--- src/rtl/wiener_sched_pkg.sv ---
// Shared types and AXI constants for the block-wise Wiener filter scheduler.
package wiener_sched_pkg;

    typedef enum logic [2:0] {
        ST_IDLE,
        ST_START_BLK,
        ST_ISSUE,
        ST_BURST,
        ST_GAP,
        ST_MEAN,
        ST_NEXT_BLK,
        ST_EOF
    } state_e;

    localparam logic [2:0] SIZE_4B    = 3'b010;
    localparam logic [1:0] BURST_INCR = 2'b01;

endpackage

--- src/rtl/block_addr_gen.sv ---
// Block column/row and pixel-row counters plus the burst start address for the
// current position; frame geometry and base are captured on load.
module block_addr_gen
    import wiener_sched_pkg::*;
#(
    parameter int ADDR_WIDTH      = 32,
    parameter int BLOCK_SIZE      = 8,
    parameter int BYTES_PER_PIXEL = 4
) (
    input  logic                  clk,
    input  logic                  rst,
    input  logic                  load_i,
    input  logic                  step_row_i,
    input  logic                  step_block_i,
    input  logic [15:0]           frame_width_i,
    input  logic [15:0]           frame_height_i,
    input  logic [ADDR_WIDTH-1:0] base_addr_i,
    output logic [ADDR_WIDTH-1:0] read_addr_o,
    output logic                  last_row_o,
    output logic                  last_block_o,
    output logic                  first_block_o
);

    localparam int LOG2_B = $clog2(BLOCK_SIZE);
    localparam int LOG2_P = $clog2(BYTES_PER_PIXEL);

    logic [15:0]           width_q, bw_q, bh_q;
    logic [15:0]           bx_q, bx_d, by_q, by_d;
    logic [LOG2_B-1:0]     row_q, row_d;
    logic [ADDR_WIDTH-1:0] base_q;
    logic [ADDR_WIDTH-1:0] line_idx, pix_idx;
    logic                  last_col;

    assign last_col = (bx_q == bw_q - 16'd1);

    always_comb begin
        bx_d  = bx_q;
        by_d  = by_q;
        row_d = row_q;
        if (load_i) begin
            bx_d  = '0;
            by_d  = '0;
            row_d = '0;
        end else if (step_block_i) begin
            row_d = '0;
            if (last_col) begin
                bx_d = '0;
                by_d = by_q + 16'd1;
            end else begin
                bx_d = bx_q + 16'd1;
            end
        end else if (step_row_i) begin
            row_d = row_q + 1'b1;
        end
    end

    always_ff @(posedge clk or posedge rst) begin
        if (rst) begin
            width_q <= '0;
            bw_q    <= '0;
            bh_q    <= '0;
            base_q  <= '0;
            bx_q    <= '0;
            by_q    <= '0;
            row_q   <= '0;
        end else begin
            if (load_i) begin
                width_q <= frame_width_i;
                bw_q    <= frame_width_i >> LOG2_B;
                bh_q    <= frame_height_i >> LOG2_B;
                base_q  <= base_addr_i;
            end
            bx_q  <= bx_d;
            by_q  <= by_d;
            row_q <= row_d;
        end
    end

    // Power-of-two block edge and pixel size turn the scaling into shifts.
    assign line_idx    = (ADDR_WIDTH'(by_q) << LOG2_B) | ADDR_WIDTH'(row_q);
    assign pix_idx     = line_idx * ADDR_WIDTH'(width_q) + (ADDR_WIDTH'(bx_q) << LOG2_B);
    assign read_addr_o = base_q + (pix_idx << LOG2_P);

    assign last_row_o    = &row_q;
    assign last_block_o  = last_col && (by_q == bh_q - 16'd1);
    assign first_block_o = (bx_q == 16'd0) && (by_q == 16'd0);

endmodule

--- src/rtl/wiener_block_scheduler.sv ---
// Walks one frame in 8x8-block raster order, issuing one INCR burst per block
// row and gating the Wiener filter enable around each burst.
module wiener_block_scheduler
    import wiener_sched_pkg::*;
#(
    parameter int ADDR_WIDTH      = 32,
    parameter int BLOCK_SIZE      = 8,
    parameter int BYTES_PER_PIXEL = 4,
    parameter int MEAN_CYCLES     = 1
) (
    input  logic                  clk,
    input  logic                  rst,
    input  logic [15:0]           frame_height,
    input  logic [15:0]           frame_width,
    input  logic [ADDR_WIDTH-1:0] base_addr_in,
    input  logic                  estimated_noise_ready,
    input  logic [15:0]           estimated_noise_in,
    input  logic                  rvalid,
    input  logic                  rlast,
    output logic                  start_read,
    output logic [ADDR_WIDTH-1:0] read_addr,
    output logic [31:0]           read_len,
    output logic [2:0]            read_size,
    output logic [1:0]            read_burst,
    output logic                  wiener_en,
    output logic                  start_data,
    output logic                  start_of_frame,
    output logic                  end_of_frame,
    output logic [15:0]           noise_variance_out,
    output logic [31:0]           blocks_per_frame,
    output logic                  busy
);

    localparam int LOG2_B = $clog2(BLOCK_SIZE);
    localparam int MCW    = (MEAN_CYCLES < 2) ? 1 : $clog2(MEAN_CYCLES);

    state_e                state_q, state_d;
    logic [MCW-1:0]        mean_cnt_q, mean_cnt_d;
    logic [15:0]           noise_q;
    logic [31:0]           bpf_q, bpf_in;
    logic [ADDR_WIDTH-1:0] read_addr_q, next_addr;
    logic                  start_frame, burst_done;
    logic                  last_row, last_block, first_block;

    assign bpf_in      = 32'(frame_height >> LOG2_B) * 32'(frame_width >> LOG2_B);
    assign start_frame = (state_q == ST_IDLE) && estimated_noise_ready;
    assign burst_done  = (state_q == ST_BURST) && rvalid && rlast;

    block_addr_gen #(
        .ADDR_WIDTH      (ADDR_WIDTH),
        .BLOCK_SIZE      (BLOCK_SIZE),
        .BYTES_PER_PIXEL (BYTES_PER_PIXEL)
    ) u_addr (
        .clk            (clk),
        .rst            (rst),
        .load_i         (start_frame),
        .step_row_i     (burst_done && !last_row),
        .step_block_i   (state_q == ST_NEXT_BLK),
        .frame_width_i  (frame_width),
        .frame_height_i (frame_height),
        .base_addr_i    (base_addr_in),
        .read_addr_o    (next_addr),
        .last_row_o     (last_row),
        .last_block_o   (last_block),
        .first_block_o  (first_block)
    );

    always_ff @(posedge clk or posedge rst) begin
        if (rst) begin
            state_q    <= ST_IDLE;
            mean_cnt_q <= '0;
        end else begin
            state_q    <= state_d;
            mean_cnt_q <= mean_cnt_d;
        end
    end

    always_comb begin
        state_d    = state_q;
        mean_cnt_d = '0;
        case (state_q)
            ST_IDLE:      if (start_frame) state_d = (bpf_in == 32'd0) ? ST_EOF : ST_START_BLK;
            ST_START_BLK: state_d = ST_ISSUE;
            ST_ISSUE:     state_d = ST_BURST;
            ST_BURST: begin
                if (burst_done) begin
                    if (!last_row)             state_d = ST_GAP;
                    else if (MEAN_CYCLES == 0) state_d = ST_NEXT_BLK;
                    else                       state_d = ST_MEAN;
                end
            end
            ST_GAP:       state_d = ST_ISSUE;
            ST_MEAN: begin
                mean_cnt_d = mean_cnt_q + 1'b1;
                if (mean_cnt_q == MCW'(MEAN_CYCLES - 1)) state_d = ST_NEXT_BLK;
            end
            ST_NEXT_BLK:  state_d = last_block ? ST_EOF : ST_START_BLK;
            ST_EOF:       state_d = ST_IDLE;
            default:      state_d = ST_IDLE;
        endcase
    end

    always_comb begin
        start_read     = (state_q == ST_ISSUE);
        start_data     = (state_q == ST_START_BLK);
        start_of_frame = (state_q == ST_START_BLK) && first_block;
        end_of_frame   = (state_q == ST_EOF);
        wiener_en      = (state_q == ST_START_BLK) || (state_q == ST_ISSUE) ||
                         (state_q == ST_BURST)     || (state_q == ST_MEAN);
        busy           = (state_q != ST_IDLE) && (state_q != ST_EOF);
    end

    // The address is captured on entry to ISSUE so it stays put while the
    // counters move on during the following GAP/NEXT_BLK.
    always_ff @(posedge clk or posedge rst) begin
        if (rst) begin
            noise_q     <= '0;
            bpf_q       <= '0;
            read_addr_q <= '0;
        end else begin
            if (start_frame) begin
                noise_q <= estimated_noise_in;
                bpf_q   <= bpf_in;
            end
            if (state_d == ST_ISSUE) read_addr_q <= next_addr;
        end
    end

    assign read_addr          = read_addr_q;
    assign noise_variance_out = noise_q;
    assign blocks_per_frame   = bpf_q;
    assign read_len           = 32'(BLOCK_SIZE - 1);
    assign read_size          = SIZE_4B;
    assign read_burst         = BURST_INCR;

endmodule

--- config.mk ---
export PLATFORM = sky130hd
export DESIGN_NAME = wiener_block_scheduler
export DESIGN_NICKNAME = d
export VERILOG_FILES = /design/src/rtl/wiener_sched_pkg.sv /design/src/rtl/block_addr_gen.sv /design/src/rtl/wiener_block_scheduler.sv
export SDC_FILE = /design/constraint.sdc
export NUM_CORES = 2
export LEC_CHECK = 0
export CORE_MARGIN = 2
export CORE_UTILIZATION = 25
export CTS_CLUSTER_DIAMETER = 200
export CTS_CLUSTER_SIZE = 14
export DETAILED_ROUTE_END_ITERATION = 10
export PLACE_DENSITY = 0.38
export SYNTH_ARGS = -nofsm -noshare
export SYNTH_HDL_FRONTEND = slang
export SYNTH_SLANG_ARGS = --single-unit
--- constraint.sdc ---
create_clock -name clk -period 9.23 [get_ports clk]
set_input_delay 2.769 -clock clk [delete_from_list [all_inputs] [get_ports clk]]
set_output_delay 2.769 -clock clk [all_outputs]
set_load 0.005 [all_outputs]
==> results.md <==
- Status: complete, no violations
- FF+latch count, synth: between 150 and 200
- Core Util, Final: 29.39%
- Vias per Instance: approximately 4.3
- Port bufs: 161
- Max_slew headroom: approximately 37%
- Clock latency on the worst-skew pair: about 0.52 ns
- Syn-to-layout area delta: 16.21%
- Worst Path Class, Setup: in2reg
- Final wirelength: about 80000 microns
- Slew Limit Fails: 0
- Hold Path Stages: 1
- IO Pins: roughly 210
- Synth area leaders: fa_1 (29%), dfrtp_1 (17%), ha_1 (9.4%)
- RD Place Congestion: roughly 0.79
- Synth cell types: 83
- Sequential area share after synthesis: between 10% and 20%
- Post-synth EDFFs: 0
- CP startpoint kind: input port
- Fill count: 10.90k
- CTS Hold Bufs: 0
- Leakage: between 10 and 15 nW
- Congestion Overflow GR: 0
- Post-Place Worst Slack: -0.01274 ns
- Max-cap violations: 0
- Vias in the first global route: a little over 20k
- Drt pass-1 iters: 5
- Fin crit share: a little over nine tenths
- H-tree depth: 4
- Placed Cells: ~4.4k
- Final worst slack: between 0.5 and 0.6 ns
- Starting Density: between 20% and 30%
- Largest net degree at the start of global routing: 98
- Critical path arrival: slightly above 9 ns
- GRT Overall Usage: ~16%
- Routed length per instance: roughly 18 microns
- CTS Buf Count: 17
- DR vias: 19.41k
- Ys async rst share: 100.0%
- Synthesized instance count: about 2.9k
- Most instantiated cells after synthesis: nand2_1 (607), inv_1 (511), fa_1 (366), ha_1 (191), and2_1 (176)
- Setup TNS: 0 ns
- Clock Skew: between 0.02 and 0.025 ns
- Worst VDD drop: around 0.0003 V
- Share of cells above drive strength 1: approximately 6.4%
- Pwr dens: around 370 nW/um^2
- Final #Nets: about 3.7k
- Clock-pin slew on the worst setup and hold paths: around 0.080 ns
- Core ar.: between 100000 and 150000 sq um
- Initial antenna violation count: 4
- DRC: 0
- Antenna Nets Post-Route: 0
- DIE WIDTH: around 320 microns
- Crit-path max FO: 9
- Biggest area consumer among synthesized cells: fa_1
- Crit path capture type: flop
- Top-count cell post-synth: nand2_1
- HPWL Detailed: approximately 64000 microns
- Non-Filler Instances: 4473
- # resized after CTS: 0
- Clock Root Buffer: clkbuf_16
- R2R depth: 25
- DRT iter0 DRCs: between 700 and 800
- Clock tree buffer depth: 2
- F_max: 115.3 MHz
- Least-Margin Pin Slew: between 0.9 and 1 ns
- Row count: approximately 120
- Data required, critical path: between 9 and 10 ns
- Top-area cell type share of the netlist area: a little under 30%
- Minimum clock period: 8.673 ns
- Die Span Y: about 320 microns
- Final setup fails: 0
- Yosys Warn Count: 0
- HP Class: reg2reg
- Overall power: 0.01095 W
- Unrepaired setup endpoints after global routing: no
- Mapped Area: 25360 sq um
- CTS tree: done
- Post-CTS Setup Inserts: 0
- Top_reg_cell synth: dfrtp_1
- Die area: between 100000 and 150000 sq um
- First-pass GRT wire length: between 100000 and 150000 microns
- Final Hold Violating Endpoints: 0
- Mean Syn Cell Area: between 8 and 9 sq um
- CTS Sinks: around 170
## sequential cells by signal (all words and copies together) (netlist names), 13 cells and up
signal	cells
read_addr	32
u_addr.bx_q	16
u_addr.bh_q	13
u_addr.base_q	32
u_addr.width_q	16
u_addr.by_q	16
blocks_per_frame	26
noise_variance_out	16
## where the power goes
part	switching (W)	internal, W
logic	0.00476	0.00389
clock network	0.000387	0.000417
registers	0.000399	0.00110
## worst paths after layout
kind / start / slack (ns) / endpoint
worst max-delay path: frame_height[10] / 0.56 / state_q[1]
worst min-delay path: mean_cnt_q / 0.47 / mean_cnt_q
worst max register to register: u_addr.width_q[1] / 0.72 / read_addr[31]
worst min register to register: mean_cnt_q / 0.47 / mean_cnt_q
max in group asynchronous: rst / 5.18 / u_addr.bx_q[4]
min in group asynchronous: rst / 2.75 / blocks_per_frame[15]
## cell families after synthesis
logic type               count (synthesis)  synth area share, %
AO/OA/AOI/OAI                          302                7.592
XOR/XNOR                               122                4.213
adder cells (fa/ha/maj)                557                38.31
buffers and inverters                  692                11.09
flip-flops                             174                17.17
multiplexers                            41                2.235
other                                    2              0.02961
AND/OR/NAND/NOR                       1054                19.37
## per-stage QoR
| step | instance area (sq um) | hold WS, ns |
|---|---|---|
| detailed placement | 28860 | 0.4618 |
| finish | 29480 | 0.4726 |
| global placement | 28860 | 0.4583 |
| CTS | 29470 | 0.4809 |
| floorplan | 25520 | 0.4255 |
| global route | 29480 | 0.4944 |
## cell type report
class	count	area (sq um)	area share [%]
timing repair buffer	276	2512	8.523
clock inverter	13	170.2	0.5773
multi-input combinational	2119	18360	62.29
clock buffer	19	442.9	1.503
tap	1357	1698	5.760
inverter	513	1933	6.558
antenna	2	5.005	0.01698
sequential	174	4354	14.77
## cell usage in the layout, fill, tap and decap left out, types with 6 or more instances in the layout
master           instances
xor2_1                  32
ha_1                   191
nor4_1                  15
nand4_1                 13
nor2_1                  80
conb_1                  43
mux2i_1                  6
nand2b_1                21
inv_1                  510
buf_4                  112
o22ai_1                  8
nor3_1                  38
or3_1                    9
nor2b_1                 10
and3_1                  15
o21ai_1                  8
a211oi_1                16
o21bai_1                 7
a21oi_1                 77
o21a_1                  19
o31ai_1                  7
a31oi_1                 14
dfrtp_1                174
nand3_1                 35
clkbuf_16               17
mux2_4                  30
nand2_1                606
o21ai_0                 75
o2111ai_1               10
a21o_1                  21
xnor2_1                 90
fa_1                   366
and2_1                 176
clkdlybuf4s50_1        161
## worst max-delay path, cell delays in order
cell and delay, ns:
clkdlybuf4s50_1 0.71, buf_4 0.27, nand2_1 0.10, fa_1 0.49, fa_1 0.52, inv_1 0.06
fa_1 0.49, fa_1 0.50, inv_1 0.05, fa_1 0.47, inv_1 0.04, ha_1 0.18
a211oi_1 0.25, nand2_1 0.13, or4_1 0.57, and3b_1 0.23, a211oi_1 0.26, o2111ai_1 0.14
nor4_1 0.33, o2111ai_1 0.17, buf_4 0.22, a21oi_1 0.14
## per-layer routing
metal / wire (microns) / part of all wire, % / vias up / track usage (%)
li1: - / - / 9342 / -
met1: 34830 / 44 / 9765 / 19.62
met2: 39940 / 51 / 254 / 27.57
met3: 2412 / 3.1 / 51 / 2.223
met4: 1438 / 1.8 / 0 / 3.904
met5: 0 / 0 / - / 0
Note: power is estimated with default switching activity, not from simulation.
